**config.mk**
```make
export PLATFORM = sky130hd
export DESIGN_NAME = inst_fetch
export DESIGN_NICKNAME = d
export VERILOG_FILES = /design/src/rtl/fetch_pkg.sv /design/src/rtl/fetch_fifo.sv /design/src/rtl/inst_fetch.sv
export SDC_FILE = /design/constraint.sdc
export NUM_CORES = 1
export LEC_CHECK = 0
export ABC_AREA = 1
export BUFFER_PORTS_ARGS = -buffer_cell sky130_fd_sc_hd__buf_2
export CAP_MARGIN = 20
export CELL_PAD_IN_SITES_DETAIL_PLACEMENT = 0
export CELL_PAD_IN_SITES_GLOBAL_PLACEMENT = 2
export CORE_ASPECT_RATIO = 0.6
export CORE_MARGIN = 2
export CORE_UTILIZATION = 37
export CTS_CLUSTER_DIAMETER = 60
export DETAILED_ROUTE_END_ITERATION = 7
export MAX_ROUTING_LAYER = met4
export PLACE_DENSITY = 0.89
export SLEW_MARGIN = 20
export SYNTH_ARGS = -nofsm -noshare
export SYNTH_HDL_FRONTEND = slang
export SYNTH_SLANG_ARGS = --single-unit
```
**constraint.sdc**
```tcl
create_clock -name clk -period 10.8 [get_ports clk]
set_clock_uncertainty 0.05 [all_clocks]
set_input_delay 1.08 -clock clk [delete_from_list [all_inputs] [get_ports clk]]
set_output_delay 1.08 -clock clk [all_outputs]
set_load 0.05 [all_outputs]
```
**src/rtl/fetch_pkg.sv**
```systemverilog
// -----------------------------------------------------------------------------
// fetch_pkg
// Shared types and constants for the instruction fetch stage.
//   INST_W        : instruction / address width
//   NOP           : value driven on if_inst while nothing is valid
//   fetch_state_t : RUN (normal fetching) / FLUSH (discarding stale responses)
//   fetch_entry_t : one buffered fetch, {pc, inst}
// -----------------------------------------------------------------------------
package fetch_pkg;

   localparam int INST_W = 32;
   localparam logic [INST_W-1:0] NOP = 32'h0000_0000;

   typedef enum logic {
      RUN   = 1'b0,
      FLUSH = 1'b1
   } fetch_state_t;

   typedef struct packed {
      logic [INST_W-1:0] pc;
      logic [INST_W-1:0] inst;
   } fetch_entry_t;

endpackage

```
**src/rtl/fetch_fifo.sv**
```systemverilog
// -----------------------------------------------------------------------------
// fetch_fifo
// Small circular FIFO of fetch_entry_t records. Used both as the instruction
// buffer feeding decode and as the queue of PCs whose responses are pending.
// Ports:
//   clk, reset      : clock, asynchronous active-low reset (pointers/count only)
//   clear           : synchronous flush of all entries
//   push, wdata     : write one entry
//   pop             : release the head entry
//   rdata           : head entry (meaningful only while count != 0)
//   count           : number of entries held
// Simultaneous push and pop are allowed, including when full.
// -----------------------------------------------------------------------------
module fetch_fifo
   import fetch_pkg::*;
#(
   parameter int DEPTH = 2,
   localparam int CW = $clog2(DEPTH + 1)
) (
   input  logic          clk,
   input  logic          reset,
   input  logic          clear,
   input  logic          push,
   input  fetch_entry_t  wdata,
   input  logic          pop,
   output fetch_entry_t  rdata,
   output logic [CW-1:0] count
);

   localparam int PW = (DEPTH > 1) ? $clog2(DEPTH) : 1;

   fetch_entry_t  mem [DEPTH];
   logic [PW-1:0] wr_ptr;
   logic [PW-1:0] rd_ptr;
   logic          wr_en;
   logic          rd_en;

   // Pointer increment that also works for non-power-of-two depths.
   function automatic logic [PW-1:0] next_ptr(input logic [PW-1:0] p);
      return (p == PW'(DEPTH - 1)) ? '0 : p + 1'b1;
   endfunction

   // Overflow/underflow guards: writes into a full FIFO only when the head
   // leaves in the same cycle; pops of an empty FIFO are ignored.
   assign wr_en = push && ((count != CW'(DEPTH)) || pop);
   assign rd_en = pop && (count != '0);

   always_ff @(posedge clk or negedge reset) begin
      if (!reset) begin
         wr_ptr <= '0;
         rd_ptr <= '0;
         count  <= '0;
      end else if (clear) begin
         wr_ptr <= '0;
         rd_ptr <= '0;
         count  <= '0;
      end else begin
         if (wr_en) wr_ptr <= next_ptr(wr_ptr);
         if (rd_en) rd_ptr <= next_ptr(rd_ptr);
         count <= count + CW'(wr_en) - CW'(rd_en);
      end
   end

   // Storage is not reset; the count qualifies every read.
   always_ff @(posedge clk) begin
      if (wr_en && !clear) mem[wr_ptr] <= wdata;
   end

   assign rdata = mem[rd_ptr];

endmodule

```
**src/rtl/inst_fetch.sv**
```systemverilog
// -----------------------------------------------------------------------------
// inst_fetch
// Instruction fetch stage. Owns the fetch PC, issues word-aligned requests to
// instruction memory, buffers in-order variable-latency responses and hands
// {inst, pc, pc+4} to decode. A redirect flushes buffered instructions and
// drops responses that are still in flight.
// Parameters:
//   DEPTH     : buffer entries == max outstanding-plus-buffered fetches
//   RESET_PC  : first fetch address after reset
// Ports:
//   clk, reset (async, active-low)
//   redirect, redirect_pc           : taken branch / jump, new target
//   imem_req, imem_addr, imem_ready : request handshake to memory
//   imem_rvalid, imem_rdata         : in-order response from memory
//   if_valid, if_inst, if_pc, if_pc4, id_ready : handshake to decode
// -----------------------------------------------------------------------------
module inst_fetch
   import fetch_pkg::*;
#(
   parameter int          DEPTH    = 2,
   parameter logic [31:0] RESET_PC = 32'h0000_0000
) (
   input  logic        clk,
   input  logic        reset,
   input  logic        redirect,
   input  logic [31:0] redirect_pc,
   output logic        imem_req,
   output logic [31:0] imem_addr,
   input  logic        imem_ready,
   input  logic        imem_rvalid,
   input  logic [31:0] imem_rdata,
   output logic        if_valid,
   output logic [31:0] if_inst,
   output logic [31:0] if_pc,
   output logic [31:0] if_pc4,
   input  logic        id_ready
);

   localparam int CW = $clog2(DEPTH + 1);

   fetch_state_t  state;
   logic          started;
   logic [31:0]   fetch_pc;
   logic [CW-1:0] out_cnt;
   logic [CW-1:0] buf_cnt;
   logic [CW-1:0] drop_cnt;
   logic [CW-1:0] out_next;
   logic [CW:0]   credit_use;
   logic          credit_ok;
   logic          accept;
   logic          rsp;
   logic          pop;
   logic          push;
   fetch_entry_t  pcq_wdata;
   fetch_entry_t  pcq_head;
   fetch_entry_t  buf_wdata;
   fetch_entry_t  buf_head;
   logic          unused_bits;

   // A response with nothing outstanding is a memory protocol error; it is
   // ignored so the counters cannot underflow.
   assign rsp      = imem_rvalid && (out_cnt != '0);
   assign if_valid = (buf_cnt != '0);
   assign pop      = if_valid && id_ready && !redirect;

   // Credit: every outstanding request owns a buffer slot, so the buffer can
   // never overflow. A pop this cycle frees a slot for a same-cycle request.
   assign credit_use = {1'b0, out_cnt} + {1'b0, buf_cnt} - (CW + 1)'(pop);
   assign credit_ok  = credit_use < (CW + 1)'(DEPTH);

   // 'started' keeps the request low until the first edge after reset release.
   assign imem_req  = started && (state == RUN) && credit_ok;
   assign imem_addr = fetch_pc;
   assign accept    = imem_req && imem_ready;

   // Responses are only kept in RUN and never in a redirect cycle.
   assign push     = rsp && (state == RUN) && !redirect;
   assign out_next = out_cnt + CW'(accept) - CW'(rsp);

   assign pcq_wdata = '{pc: fetch_pc, inst: NOP};
   assign buf_wdata = '{pc: pcq_head.pc, inst: imem_rdata};

   // The in-flight PC queue's occupancy is the outstanding-request count.
   fetch_fifo #(.DEPTH(DEPTH)) u_pcq (
      .clk   (clk),
      .reset (reset),
      .clear (1'b0),
      .push  (accept),
      .wdata (pcq_wdata),
      .pop   (rsp),
      .rdata (pcq_head),
      .count (out_cnt)
   );

   fetch_fifo #(.DEPTH(DEPTH)) u_ibuf (
      .clk   (clk),
      .reset (reset),
      .clear (redirect),
      .push  (push),
      .wdata (buf_wdata),
      .pop   (pop),
      .rdata (buf_head),
      .count (buf_cnt)
   );

   // Data outputs read as zero whenever nothing is valid.
   assign if_pc   = if_valid ? buf_head.pc : '0;
   assign if_inst = if_valid ? buf_head.inst : NOP;
   assign if_pc4  = if_valid ? (buf_head.pc + 32'd4) : '0;

   assign unused_bits = ^{redirect_pc[1:0], pcq_head.inst};

   always_ff @(posedge clk or negedge reset) begin
      if (!reset) begin
         state    <= RUN;
         started  <= 1'b0;
         fetch_pc <= RESET_PC;
         drop_cnt <= '0;
      end else begin
         started <= 1'b1;
         if (redirect) begin
            // Everything still in flight after this edge is stale, including
            // a request accepted in this very cycle.
            fetch_pc <= {redirect_pc[31:2], 2'b00};
            drop_cnt <= out_next;
            state    <= (out_next != '0) ? FLUSH : RUN;
         end else begin
            if (accept) fetch_pc <= fetch_pc + 32'd4;
            if ((state == FLUSH) && rsp) begin
               drop_cnt <= drop_cnt - 1'b1;
               if (drop_cnt == CW'(1)) state <= RUN;
            end
         end
      end
   end

   assert property (@(posedge clk) disable iff (!reset)
                    !(imem_rvalid && (out_cnt == '0)));

endmodule

```
**After elaboration in Yosys (flattened, before gate mapping)**

Memory sizes are Yosys's and may differ from the RTL's.
Index checks and enable logic that the tools add are counted.

- Register bits: 44
- Bits in latches: 0
- Bits in writable memories: 192
- Memory bits (read-only): 0
- Output and inout bits: 130
- Logic and storage cells: 82
- Memories kept: 2

- Add/sub/neg operators: 15
- $mul: 0
- Div/mod/pow operators: 0
- $lt $le $gt $ge: 1
- Eq/ne operators: 3
- Shift operators: 0
- Multiplexer cells: 24
- Bitwise logic cells: 1
- Reductions and logical operators: 26

Memory list:

| name | depth | width | read ports | clocked after Yosys merged registers in | write ports | RTL line | source |
|---|---|---|---|---|---|---|---|
| u_ibuf.mem | 2 | 64 | 1 | 0 | 1 | fetch_fifo.sv:32 | `fetch_entry_t mem [DEPTH];` |
| u_pcq.mem | 2 | 32 | 1 | 0 | 1 | fetch_fifo.sv:32 |  |

Operator list:

| kind | number |
|---|---|
| 2-to-1 mux 32 bit | 5 |
| adder 32 x 3 -> 32 bit (second input constant) | 2 |
| 2-to-1 mux 1 bit | 16 |
| nonzero test 2 bit | 8 |
| logical AND 1 bit | 14 |
| adder 2 x 1 -> 2 bit | 3 |
| 2-to-1 mux 2 bit | 3 |
| subtractor 2 x 1 -> 2 bit | 3 |
| adder 1 bit (second input constant) | 4 |
| != test 2 bit (second input constant) | 2 |
| adder 2 x 2 -> 3 bit | 1 |
| < comparator 3 x 2 -> 1 bit (second input constant) | 1 |
| subtractor 3 x 1 -> 3 bit | 1 |
| == test 2 x 1 -> 1 bit (second input constant) | 1 |
| logical OR 1 bit | 2 |
| AND reduction 2 bit | 1 |
| subtractor 2 x 1 -> 2 bit (second input constant) | 1 |
| zero test 1 bit | 1 |
| NOT 1 bit | 1 |

**Logic depth before layout (Yosys ltp)**

- Depth after elaboration: 12
- Mapped depth: 16

**By module**

From an unflattened synthesis, not the netlist that was laid out.

- Cells, all modules: 1518
- Area total of the unflattened synthesis: 13912.1 um^2

Modules (own cells, without submodules):

| module | instances | cells an instance | area an instance (um^2) | sequential area each (um^2) |
|---|---|---|---|---|
| fetch_fifo | 2 | 371 | 4904.7 | 3943.8 |
| inst_fetch | 1 | 776 | 4102.7 | 850.8 |

**Worst setup path before layout**

Ideal clock, no wire load.

- Path kind: input to register
- Start point: in redirect
- End point: mem u_pcq.mem[1][10] (netlist bit) (enable)
- Data arrival time: 4.649 ns
- Required time: 10.332 ns
- Path slack: 5.682 ns
- Stages on the path: 12
- Cell sequence: clkbuf_1 clkbuf_1 nor3_1 ha_1 or2_2 fa_1 inv_1 nor2_1 nand3_1 a31oi_1 inv_1 nor2_1

- Word-level cells in the longest chain between the ends: 9

RTL lines:

| element | RTL line | source |
|---|---|---|
| start, declared | inst_fetch.sv:25 | `input logic redirect,` |
| zero test 1 bit | inst_fetch.sv:64 | `assign pop = if_valid && id_ready && !redirect;` |
| logical AND 1 bit | inst_fetch.sv:64 |  |
| subtractor 3 x 1 -> 3 bit | inst_fetch.sv:68 | `assign credit_use = {1'b0, out_cnt} + {1'b0, buf_cnt} - (CW + 1)'(pop);` |
| < comparator 3 x 2 -> 1 bit | inst_fetch.sv:69 | `assign credit_ok = credit_use < (CW + 1)'(DEPTH);` |
| logical AND 1 bit | inst_fetch.sv:72 | `assign imem_req = started && (state == RUN) && credit_ok;` |
| logical AND 1 bit | inst_fetch.sv:74 | `assign accept = imem_req && imem_ready;` |
| logical AND 1 bit | fetch_fifo.sv:45 | `assign wr_en = push && ((count != CW'(DEPTH)) \|\| pop);` |
| 2-to-1 mux 1 bit | fetch_fifo.sv:66 | `if (wr_en && !clear) mem[wr_ptr] <= wdata;` |
| 2-to-1 mux 1 bit (implied by the code) | fetch_fifo.sv:66 |  |
| end, declared | fetch_fifo.sv:32 |  |

Every way passes these cells.

**Final worst setup path**

- Start point: reg u_ibuf.rd_ptr
- End point: out if_pc4[22]

- Word-level cells in the longest chain between the ends: 3

RTL lines:

| element | RTL line | source |
|---|---|---|
| start, declared | fetch_fifo.sv:34 | `logic [PW-1:0] rd_ptr;` |
| start signal, assigned | fetch_fifo.sv:59 | `if (rd_en) rd_ptr <= next_ptr(rd_ptr);` |
| memory (2 x 64 bit) | - |  |
| adder 32 x 3 -> 32 bit | inst_fetch.sv:109 | `assign if_pc4 = if_valid ? (buf_head.pc + 32'd4) : '0;` |
| 2-to-1 mux 32 bit | inst_fetch.sv:109 |  |
| end, declared | inst_fetch.sv:35 | `output logic [31:0] if_pc4,` |

Every way passes these cells.

==> metrics.md <==
| Metric | Value |
|---|---|
| Status | `completed` |
| Worst skew pair latency | `approximately 0.52 ns` |
| Clock root buffer | `clkbuf_16` |
| Via/cell ratio | `approximately 4.7` |
| Reg2Reg Launch Point | `u_ibuf.count[1]` |
| Reg2reg setup slack | `between 7 and 8 ns` |
| LEAKAGE | `roughly 5.7 nW` |
| Max Buffers Root-to-Sink | `3` |
| Hold Fails Final Rpt | `0` |
| Pre-CTS setup slack | `~5.5 ns` |
| Via count | `between 8000 and 9000` |
| Design Power | `around 3.1 mW` |
| Clk sinks | `226` |
| Highest Clock Rate | `around 210 MHz` |
| Dominant synthesized flop cell | `edfxtp_1` |
| Largest vdd supply drop | `approximately 120 uV` |
| TritonCTS clock tree | `built` |
| Hold EP | `drop_cnt[0]` |
| Diodes inserted | `0` |
| Launch point of the worst path | `u_ibuf.rd_ptr` |
| Layout cells sized above 1 | `about a fifth` |
| Crit path max-delay family | `buffers and inverters` |
| Max Cap Viol | `0` |
| Worst setup margin | `approximately 6.0 ns` |
| Asr flop ratio synth | `between 10% and 20%` |
| CTS clk-pin slew, worst paths | `roughly 0.060 ns` |
| Post-Place Cells | `~1700` |
| RSZ-0062 raised after global routing | `false` |
| IO Pins | `200` |
| First-pass GRT wire length | `42600 um` |
| Number of buffers created by CTS | `25` |
| Slowest cell on the critical path | `dfrtp_2` |
| Final wirelength | `roughly 28000 um` |
| First-pass DRT Iterations | `5` |
| Worst Path Class, Setup | `flip-flop to output pin` |
| Dominant cell type by area after synthesis | `edfxtp_1` |
| Drt drc | `0` |
| Synth-to-Final Area Change | `19.4%` |
| # nets final | `approximately 1400` |
| CP max stage delay | `about 0.64 ns` |
| Ys Warns | `0` |
| Hpwl dp | `between 15000 and 20000 um` |
| Commonest non-fill, non-tap cell in the layout | `nand2_1` |
| CP Launch Type | `flip-flop` |
| Critical Path RT | `between 9 and 10 ns` |
| Core Rows | `48` |
| CP Buf/Inv Count | `3` |
| Hold Path Stages | `1` |
| CTS H-tree depth | `1` |
| Final period util | `44.0%` |
| Synth Area per Inst | `between 9 and 10 um^2` |
| RD Place Congestion | `around 0.85` |
| Synth cell types | `36` |
| Commonest cells after routing, fill and taps aside | `nand2_1 (397), buf_2 (190), edfxtp_1 (184)` |
| Total track usage | `a little under a fifth` |
| FF+latch count, synth | `~230` |
| Hold_buf cts | `0` |
| R2r endpoint | `u_pcq.mem[1][17]` |
| Vias in the first global route | `approximately 7500` |
| EDFF count, synth | `between 150 and 200` |
| Worst Tran Pin Value | `roughly 0.95 ns` |
| Max-slew violations | `0` |
| Slew Limit Headroom | `a little under two fifths` |
| Top cell type's share of synthesized area | `approximately half` |
| Hold Crit Class | `flip-flop to flip-flop` |
| Die H | `around 140 um` |
| CP arrival | `approximately 3.6 ns` |
| CP max FO | `47` |
| Final min period | `~4.8 ns` |
| Worst setup EP type | `output pin` |
| Non-filler cells in the finished layout | `1719` |
| Wire per inst | `about 16 um` |
| Post-CTS Setup Bufs | `0` |
| Power per cell area | `243 nW/um^2` |
| Die area | `slightly above 30000 um^2` |
| Core area | `~29000 um^2` |
| First-iteration detailed-routing DRC count | `roughly 530` |
| I/O Buffers | `191` |
| ANT nets after route | `0` |
| Largest net degree at the start of global routing | `78` |
| Post-Layout Inst Area | `12900 um^2` |
| DP Area | `12100 um^2` |
| Synth Instances | `~1100` |
| Fin Hold WS | `approximately 0.47 ns` |
| R2R depth | `11` |
| Hold_sp | `drop_cnt[0]` |
| Final setup viols | `0` |
| Setup_tns | `0 ns` |
| Grt total ovfl | `0` |
| Initial antenna violation count | `0` |
| Seq/Total Area, Yosys | `60.9%` |
| Fillers | `between 2000 and 3000` |
| Synth area leaders | `edfxtp_1 (51%), nand2_1 (14%), dfrtp_1 (9.7%)` |
| Post-layout util | `44.9%` |
| Crit-path cells | `buf_4 -> o21ai_1 -> inv_1 -> ha_1 -> nand2_1 -> nor2_4 -> nand2_2 -> nor2_2 -> nand2_1 -> o21ai_1 -> buf_2` |
| PostCTS Resize Cnt | `0` |
| Starting density of the core | `around 38%` |
| Die Wd | `approximately 220 um` |
| Synth Cell Area | `~11000 um^2` |
worst max path at each step:
stage                                   to  depth (start not counted)
after floorplan           u_pcq.mem[1][10]                         12
after global placement       imem_addr[24]                         13
after detailed placement     imem_addr[24]                         13
after CTS                       if_pc4[22]                         11
after global routing            if_pc4[22]                         11
final                           if_pc4[22]                         11
flip-flops by register name, summed over array words and instances, names as in the netlist:
name           count
u_pcq.rd_ptr       1
imem_addr         30
u_ibuf.wr_ptr      1
u_ibuf.count       2
u_pcq.count        2
u_pcq.wr_ptr       1
u_ibuf.mem       124
state              1
u_ibuf.rd_ptr      1
drop_cnt           2
started            1
u_pcq.mem         60
cell usage after synthesis (2+ instances only):
cell,instances
nand2_1,397
edfxtp_1,184
inv_1,109
nor2_1,89
nand3_1,52
a21oi_1,50
dfrtp_1,42
nand2_2,24
clkbuf_1,21
o21ai_0,20
xor2_1,19
nand4_1,18
o211ai_1,16
nor3_1,13
buf_4,10
ha_1,10
o21ai_1,10
o21bai_1,9
nor2_2,6
buf_1,5
nor2_4,5
a31oi_1,4
buf_2,4
buf_6,4
xnor2_1,4
and2_1,3
conb_1,2
nand2_4,2
o21a_1,2
metal layers:
metal	share of wire, %	up-vias	global-route usage (%)
li1	-	4112	-
met4	1.2	0	2.87
met2	41	205	25.3
met5	0	-	-
met1	52	3716	28.9
met3	6.0	31	2.94
area by class of cell:
| type | instances | area [um^2] | area share, % |
|---|---|---|---|
| Sequential cell | 226 | 6580 | 51.0 |
| Inverter | 111 | 417 | 3.23 |
| Tap cell | 375 | 469 | 3.64 |
| Clock inverter | 19 | 178 | 1.38 |
| Multi-Input combinational cell | 764 | 3610 | 28.0 |
| Timing Repair Buffer | 198 | 1020 | 7.90 |
| Clock buffer | 26 | 629 | 4.88 |
where the power goes:
part           switching, mW  total, mW  internal [mW]
Combinational          0.889       1.14          0.250
Clock                  0.335      0.831          0.495
Sequential            0.0821       1.16           1.08
Total                   1.31       3.13           1.82
cell families (layout without fill, tap and decap cells):
logic type / after synthesis / count (layout) / share of synthesized area [%]
XOR/XNOR: 23 / 23 / 1.87
buffers and inverters: 156 / 354 / 6.24
AO/OA/AOI/OAI: 111 / 111 / 5.82
adder cells (fa/ha/maj): 11 / 11 / 1.34
flip-flops: 226 / 226 / 60.9
AND/OR/NAND/NOR: 612 / 612 / 23.8
other: 2 / 7 / 0.0695
No activity file was read; power rests on OpenSTA's default activity.
